===== src/rtl/uart_rx.sv =====
`default_nettype none
// ============================================================================
// Module   : uart_rx
// Purpose  : 8N1 UART receiver with a one-byte hold register, an edge-triggered
//            consume input, a sticky overrun flag and an optional stop-bit
//            check enabled by the macro UART_RX_FRAME_ERR_EN.
// Revision : 1.0 - initial release
// ============================================================================
module uart_rx #(
  parameter int CLKS_PER_BIT = 87
) (
  input  logic       clk,
  input  logic       rst,
  input  logic       i_Rx_Serial,
  input  logic       i_Rx_Next,
  output logic       o_Rx_DV,
  output logic [7:0] o_Rx_Byte,
  output logic       o_Rx_Overrun,
  output logic       o_Rx_FrameErr
);

  localparam int            CW       = $clog2(CLKS_PER_BIT);
  localparam logic [CW-1:0] HALF_CNT = CW'((CLKS_PER_BIT - 1) / 2);
  localparam logic [CW-1:0] FULL_CNT = CW'(CLKS_PER_BIT - 1);

  typedef enum logic [1:0] {
    IDLE  = 2'd0,
    START = 2'd1,
    DATA  = 2'd2,
    STOP  = 2'd3
  } state_e;

  state_e        state_q, state_d;
  logic [CW-1:0] clk_cnt_q, clk_cnt_d;
  logic [2:0]    bit_idx_q, bit_idx_d;
  logic [7:0]    shift_q, shift_d;
  logic [7:0]    byte_q, byte_d;
  logic          dv_q, dv_d;
  logic          ovr_q, ovr_d;
  logic          rx_meta_q, rx_s_q;
  logic          next_q;
  logic          stop_done;
  logic          frame_ok;
  logic          consume;

  // Frame decoder: mid-bit sampling driven by a single cycle counter.
  always_comb begin
    state_d   = state_q;
    clk_cnt_d = clk_cnt_q;
    bit_idx_d = bit_idx_q;
    shift_d   = shift_q;
    stop_done = 1'b0;
    case (state_q)
      IDLE: begin
        clk_cnt_d = '0;
        if (!rx_s_q) state_d = START;
      end
      START: begin
        if (clk_cnt_q == HALF_CNT) begin
          clk_cnt_d = '0;
          state_d   = rx_s_q ? IDLE : DATA;
        end else begin
          clk_cnt_d = clk_cnt_q + 1'b1;
        end
      end
      DATA: begin
        if (clk_cnt_q == FULL_CNT) begin
          clk_cnt_d          = '0;
          shift_d[bit_idx_q] = rx_s_q;
          bit_idx_d          = bit_idx_q + 3'd1;
          if (bit_idx_q == 3'd7) state_d = STOP;
        end else begin
          clk_cnt_d = clk_cnt_q + 1'b1;
        end
      end
      STOP: begin
        if (clk_cnt_q == FULL_CNT) begin
          clk_cnt_d = '0;
          stop_done = 1'b1;
          state_d   = IDLE;
        end else begin
          clk_cnt_d = clk_cnt_q + 1'b1;
        end
      end
      default: state_d = IDLE;
    endcase
  end

`ifdef UART_RX_FRAME_ERR_EN
  assign frame_ok = rx_s_q;
`else
  assign frame_ok = 1'b1;
`endif

  assign consume = i_Rx_Next && !next_q && dv_q;

  // A consume coinciding with completion hands over straight to the new byte.
  always_comb begin
    dv_d   = dv_q;
    byte_d = byte_q;
    ovr_d  = ovr_q;
    if (stop_done && frame_ok) begin
      if (!dv_q || consume) begin
        byte_d = shift_q;
        dv_d   = 1'b1;
        ovr_d  = 1'b0;
      end else begin
        ovr_d  = 1'b1;
      end
    end else if (consume) begin
      dv_d  = 1'b0;
      ovr_d = 1'b0;
    end
  end

  always_ff @(posedge clk) begin
    if (rst) begin
      rx_meta_q <= 1'b1;
      rx_s_q    <= 1'b1;
      next_q    <= 1'b1;
      state_q   <= IDLE;
      clk_cnt_q <= '0;
      bit_idx_q <= '0;
      shift_q   <= '0;
      byte_q    <= '0;
      dv_q      <= 1'b0;
      ovr_q     <= 1'b0;
    end else begin
      rx_meta_q <= i_Rx_Serial;
      rx_s_q    <= rx_meta_q;
      next_q    <= i_Rx_Next;
      state_q   <= state_d;
      clk_cnt_q <= clk_cnt_d;
      bit_idx_q <= bit_idx_d;
      shift_q   <= shift_d;
      byte_q    <= byte_d;
      dv_q      <= dv_d;
      ovr_q     <= ovr_d;
    end
  end

`ifdef UART_RX_FRAME_ERR_EN
  logic fe_q;

  always_ff @(posedge clk) begin
    if (rst) fe_q <= 1'b0;
    else     fe_q <= stop_done && !rx_s_q;
  end

  assign o_Rx_FrameErr = fe_q;
`else
  assign o_Rx_FrameErr = 1'b0;
`endif

  assign o_Rx_DV      = dv_q;
  assign o_Rx_Byte    = byte_q;
  assign o_Rx_Overrun = ovr_q;

endmodule
`default_nettype wire

===== config.mk =====
export PLATFORM = sky130hd
export DESIGN_NAME = uart_rx
export DESIGN_NICKNAME = d
export VERILOG_FILES = /design/src/rtl/uart_rx.sv
export SDC_FILE = /design/constraint.sdc
export NUM_CORES = 1
export LEC_CHECK = 0
export CORE_ASPECT_RATIO = 0.8
export CORE_MARGIN = 2
export CORE_UTILIZATION = 55
export CTS_CLUSTER_SIZE = 20
export DETAILED_ROUTE_END_ITERATION = 7
export HOLD_SLACK_MARGIN = 0.03
export PLACE_DENSITY = 0.77
export SYNTH_ARGS = -nofsm -noshare
export SYNTH_HDL_FRONTEND = slang
export SYNTH_SLANG_ARGS = --single-unit

===== constraint.sdc =====
create_clock -name clk -period 2.9 [get_ports clk]
set_clock_uncertainty 0.2 [all_clocks]
set_input_delay 0.87 -clock clk [delete_from_list [all_inputs] [get_ports clk]]
set_output_delay 0.87 -clock clk [all_outputs]
set_load 0.03 [all_outputs]

==> impl_metrics.env, run 1 <==
export IMPL_io_pins=15
export IMPL_synth_mux_area_share_pct=12.4
export IMPL_grt_ovfl_total=0
export IMPL_cts_buffers_inserted=5
export IMPL_critical_path_class="register to output pin"
export IMPL_clkLatencyLatePin_ps=320
export IMPL_power_total_uw=740
export IMPL_tns_ps=0
export IMPL_globalplace_congestion=0.785
export IMPL_grt_pass1_vias=1013
export IMPL_cts_htree_levels=2
export IMPL_fmax_ghz=0.409
export IMPL_hold_viol=0
export IMPL_drc_errors=0
export IMPL_clock_sink_count=33
export IMPL_yosys_area_share_simple_pct=22.4
export IMPL_placement_io_buffers=13
export IMPL_ys_async_sr_fraction_pct=0
export IMPL_path_clk_slew_ps=90
export IMPL_outcome="complete, no violations"
export IMPL_pre_cts_slack_ps=454
export IMPL_wirelength_um=2660
export IMPL_crit_fanout=4
export IMPL_leakage_uw=0.000688
export IMPL_grt_pass1_wl_um=4620
export IMPL_final_cell_mix="33 x dfxtp_1, 23 x nand2_1, 18 x mux2i_1"
export IMPL_routed_via_count=1124
export IMPL_grt_max_degree=26
export IMPL_tightestPinTransition_ps=574
export IMPL_hold_class="register to register"
export IMPL_clk_path_buf_depth=2
export IMPL_antenna_found_initial=0
export IMPL_post_cts_buffers=0
export IMPL_synth_top_family_by_area="simple AND/OR/NAND/NOR gates"
export IMPL_syn_inst=154
export IMPL_die_h_um=51.4
export IMPL_synth_compound_area_share_pct=10.5
export IMPL_wl_per_cell_um=13.0
export IMPL_synth_area_leader_cell="dfxtp_1"
export IMPL_ant_nets=0
export IMPL_root_buffer="clkbuf_4"
export IMPL_start_kind="register"
export IMPL_worst_hold_slack_ps=214
export IMPL_critPathSlowestCell="clkdlybuf4s50_1"
export IMPL_maxSlewViolCount=0
export IMPL_crit_buf_inv=1
export IMPL_dpl_cell_area_sq_um=1660
export IMPL_post_cts_resized=0
export IMPL_dp_hpwl_um=1990
export IMPL_synth_fa_ha_area_share_pct=3.25
export IMPL_endpoint_kind="output pin"
export IMPL_syn_nets=162
export IMPL_powerDensity_nw_per_um2=431
export IMPL_syn_area_sq_um=1540
export IMPL_max_cap_violations=0
export IMPL_drive_above_1_share_pct=11.4
export IMPL_yosysSeqAreaShare_pct=42.9
export IMPL_setup_ws_ps=456
export IMPL_worstPathCellList="clkdlybuf4s50_1"
export IMPL_fin_nets=174
export IMPL_fin_crit_sh_pct=84.3
export IMPL_drtIter0Drc=49
export IMPL_netlist_cell_type_count=45
export IMPL_synth_area_leaders="dfxtp_1 43%, mux2i_1 12%, nand2_1 5.6%"
export IMPL_synthXorXnorAreaFrac_pct=1.70
export IMPL_cts_hold_buf=0
export IMPL_design_die_area_sq_um=3240
export IMPL_setup_violations=0
export IMPL_avgSynthCellArea_sq_um=10.0
export IMPL_n_antenna_cell=0
export IMPL_cts_tree="done"
export IMPL_synth_top_cell_area_share_pct=42.9
export IMPL_syn2layout_area_growth_pct=11.3
export IMPL_rsz0062_at_grt="false"
export IMPL_peakVddDrop_mv=0.342
export IMPL_path_delay_family="buffers and inverters"
export IMPL_track_usage_pct=18.6
export IMPL_die_w_um=63.2
export IMPL_yosysWarnings=0
export IMPL_synthFlopType="dfxtp_1"
export IMPL_required_ps=1830
export IMPL_vias_per_cell=5.51
export IMPL_arrival_ps=1370
export IMPL_core_region_area_sq_um=2720
export IMPL_drtPass1Iterations=4
export IMPL_rows=17
export IMPL_initial_utilization_pct=56.6
export IMPL_max_stage_delay_ps=680
export IMPL_final_area_sq_um=1720
export IMPL_final_common_cell="dfxtp_1"
export IMPL_synth_seq_cells=33
export IMPL_timing_final_crit_period_ps=2440
export IMPL_slew_headroom_pct=61.7
export IMPL_synth_edf_count=0
layer usage:
metal	vias to the layer above	GRT usage (%)	share of wire (%)
met3	4	6.61	4.6
met4	0	5.43	1.0
met1	518	24.7	49
met5	-	0	0
met2	32	28.7	45
li1	570	-	-
Yosys cell counts (all sizes together), types with 2 or more instances:
| cell type | count |
|---|---|
| nor4 | 2 |
| o21ai | 2 |
| nand3 | 8 |
| or3 | 2 |
| and2 | 2 |
| dfxtp | 33 |
| nand2 | 23 |
| and4b | 2 |
| a22oi | 2 |
| a21oi | 5 |
| nor2 | 4 |
| nor4bb | 2 |
| ha | 4 |
| xor2 | 2 |
| clkbuf | 4 |
| or2 | 3 |
| buf | 5 |
| nand4 | 5 |
| nor2b | 2 |
| inv | 5 |
| mux2i | 18 |
| o2111ai | 2 |
cells by family after synthesis:
kind of cell,Yosys count
AOI/OAI and AO/OA,18
xor gates and xnor gates,3
adders and majority gates,4
buffers and inverters,15
DFF,33
muxes,19
other,1
and+or+nand+nor,61
path summary, 6_finish.rpt:
check	start	depth (start not counted)	to	slack (ps)
max	o_Rx_DV	1	o_Rx_DV	460
min	rx_meta_q	1	rx_s_q	210
max reg2reg	clk_cnt_q[0]	5	bit_idx_q[0]	780
min reg2reg	rx_meta_q	1	rx_s_q	210
per-stage QoR:
step | util (%) | cells
after global placement | 61.0 | 197
after detailed placement | 61.0 | 197
after floorplan | - | 154
after CTS | 63.0 | 204
final | 63.0 | 204
after global routing | 63.0 | 204
where the power goes:
group / switching, uW / leakage, uW / internal [uW]
Sequential: 3.69 / 0.000267 / 456
Combinational: 15.0 / 0.000390 / 11.6
Clock: 139 / 0.0000314 / 114
Total: 158 / 0.000688 / 582
sequential cells by signal, indices dropped and copies added, names as in the netlist, named ones only:
signal,cells
shift_q,8
o_Rx_Overrun,1
o_Rx_Byte,8
clk_cnt_q,7
o_Rx_DV,1
state_q,1
rx_s_q,1
bit_idx_q,3
next_q,1
rx_meta_q,1
area by class of cell:
class                           count  area (sq um)
Sequential cell                    33           661
Multi-Input combinational cell    106           778
Timing Repair Buffer               14           138
Fill cell                         238          1010
Clock buffer                        7          55.1
Tap cell                           38          47.5
Inverter                            6          36.3
(Power assumes the default switching activity.)
==> inputs of run 2 (changes only) <==
- clock period: 2.9 -> 2.3 ns (I/O delays scaled with it)
==> impl_metrics.env, run 2 (synthesized netlist as in run 1, its figures left out) <==
export IMPL_outcome="complete, no violations"
export IMPL_path_clk_slew_ps=90
export IMPL_grt_max_degree=26
export IMPL_netSwitchingFraction_pct=21.2
export IMPL_post_cts_buffers=0
export IMPL_clk_path_buf_depth=2
export IMPL_multi_input_comb_area_sq_um=778
export IMPL_crit_fanout=2
export IMPL_max_cap_violations=0
export IMPL_post_route_util_pct=63.5
export IMPL_fin_nets=175
export IMPL_placement_io_buffers=13
export IMPL_clkLatencyLatePin_ps=330
export IMPL_cts_buffers_inserted=5
export IMPL_nFillCells=232
export IMPL_worst_hold_slack_ps=230
export IMPL_root_buffer="clkbuf_4"
export IMPL_clock_sink_count=33
export IMPL_p_clk_share_pct=34.1
export IMPL_crit_buf_inv=1
export IMPL_die_h_um=51.4
export IMPL_rows=17
export IMPL_grt_pass1_vias=1043
export IMPL_start_kind="register"
export IMPL_maxSlewViolCount=0
export IMPL_peakVddDrop_mv=0.333
export IMPL_critPathSlowestCell="clkdlybuf4s50_1"
export IMPL_cts_htree_levels=2
export IMPL_worst_r2r_cell_count=5
export IMPL_die_w_um=63.2
export IMPL_grt_use_met2_pct=29.3
export IMPL_p_int_uw=734
export IMPL_reg2reg_to="bit_idx_q[0]"
export IMPL_cts_tree="done"
export IMPL_r2r_start="clk_cnt_q[0]"
export IMPL_grt_ovfl_total=0
export IMPL_max_stage_delay_ps=680
export IMPL_io_pins=15
export IMPL_final_cell_mix="33 x dfxtp_1, 23 x nand2_1, 18 x mux2i_1"
export IMPL_wl_per_cell_um=13.6
export IMPL_drtPass1Iterations=4
export IMPL_track_usage_pct=19.4
export IMPL_leakage_uw=0.000731
export IMPL_cts_hold_buf=0
export IMPL_worst_path_stages=1
export IMPL_fmax_ghz=0.445
export IMPL_hold_class="register to register"
export IMPL_globalplace_congestion=0.788
export IMPL_initial_utilization_pct=56.6
export IMPL_comb_power_share_pct=3.6
export IMPL_path_delay_family="buffers and inverters"
export IMPL_final_common_cell="dfxtp_1"
export IMPL_design_die_area_sq_um=3240
export IMPL_vias_per_cell=5.53
export IMPL_seqCellArea_sq_um=661
export IMPL_arrival_ps=1360
export IMPL_drive_above_1_share_pct=12.0
export IMPL_core_region_area_sq_um=2720
export IMPL_fin_crit_sh_pct=97.7
export IMPL_dp_hpwl_um=2030
export IMPL_p_seq_share_pct=62.3
export IMPL_drc_errors=0
export IMPL_grt_pass1_wl_um=4710
export IMPL_top_usage_layer="met2"
export IMPL_routed_via_count=1134
export IMPL_critPathLaunch="o_Rx_Byte[0]"
export IMPL_timing_final_crit_period_ps=2250
export IMPL_critical_path_class="register to output pin"
export IMPL_r2r_setup_slack_ps=370
export IMPL_endpoint_kind="output pin"
export IMPL_rsz0062_at_grt="false"
export IMPL_hold_viol=0
export IMPL_setup_violations=0
export IMPL_tns_ps=0
export IMPL_required_ps=1410
export IMPL_worstPathCellList="clkdlybuf4s50_1"
export IMPL_n_antenna_cell=0
export IMPL_antenna_found_initial=0
export IMPL_met1_usage_pct=24.7
export IMPL_p_switching_uw=197
export IMPL_powerDensity_nw_per_um2=539
export IMPL_ant_nets=0
export IMPL_grtUsageMet3_pct=6.83
export IMPL_drtIter0Drc=44
export IMPL_worstSetupEndpoint="o_Rx_Byte[0]"
export IMPL_wirelength_um=2780
export IMPL_syn2layout_area_growth_pct=12.1
==> run 2: power by group through the flow <==
stage / Combinational, uW / Clock [uW] / Sequential, uW
after floorplan: 29.0 / 0 / 590
after global placement: 32.5 / 0 / 593
after detailed placement: 33.8 / 0 / 593
after CTS: 34.0 / 328 / 580
after global routing: 36.9 / 351 / 580
final: 33.8 / 317 / 580
==> run 2: area by class of cell <==
type | instances | area share [%]
Clock buffer | 7 | 3.19
Inverter | 6 | 2.10
Multi-Input combinational cell | 106 | 45.0
Sequential cell | 33 | 38.2
Tap cell | 38 | 2.75
Timing Repair Buffer | 15 | 8.69
==> run 2: routing by layer <==
layer,part of all wire (%),vias to the layer above
met4,1.1,0
met5,0,-
li1,-,569
met1,48,528
met3,5.2,5
met2,46,32
==> run 2: timing repair <==
| item | 4_1_cts | 5_1_grt |
|---|---|---|
| endpoints found under the setup margin | 0 | 2 |
| endpoints found under the hold margin | 0 | 0 |
| resized for setup | 0 | 2 |
==> run 2: per-stage QoR <==
step / cell area, sq um / total power [uW] / setup WS [ps] / cells
4_1_cts: 1720 / 942 / 9.56 / 205
6_report: 1730 / 931 / 53.5 / 205
5_1_grt: 1730 / 969 / 4.01 / 205
3_3_place_gp: 1670 / 625 / 77.6 / 198
3_5_place_dp: 1670 / 627 / -8.29 / 198
2_1_floorplan: 1540 / 619 / 532 / 154
==> run 2: how the worst min path moves through the flow <==
stage / from / end / slack [ps] / depth (start not counted)
floorplan: rx_meta_q / rx_s_q / 190 / 1
global placement: rx_meta_q / rx_s_q / 200 / 1
detailed placement: rx_meta_q / rx_s_q / 190 / 1
CTS: rx_meta_q / rx_s_q / 240 / 1
global route: rx_meta_q / rx_s_q / 240 / 1
finish: rx_meta_q / rx_s_q / 230 / 1
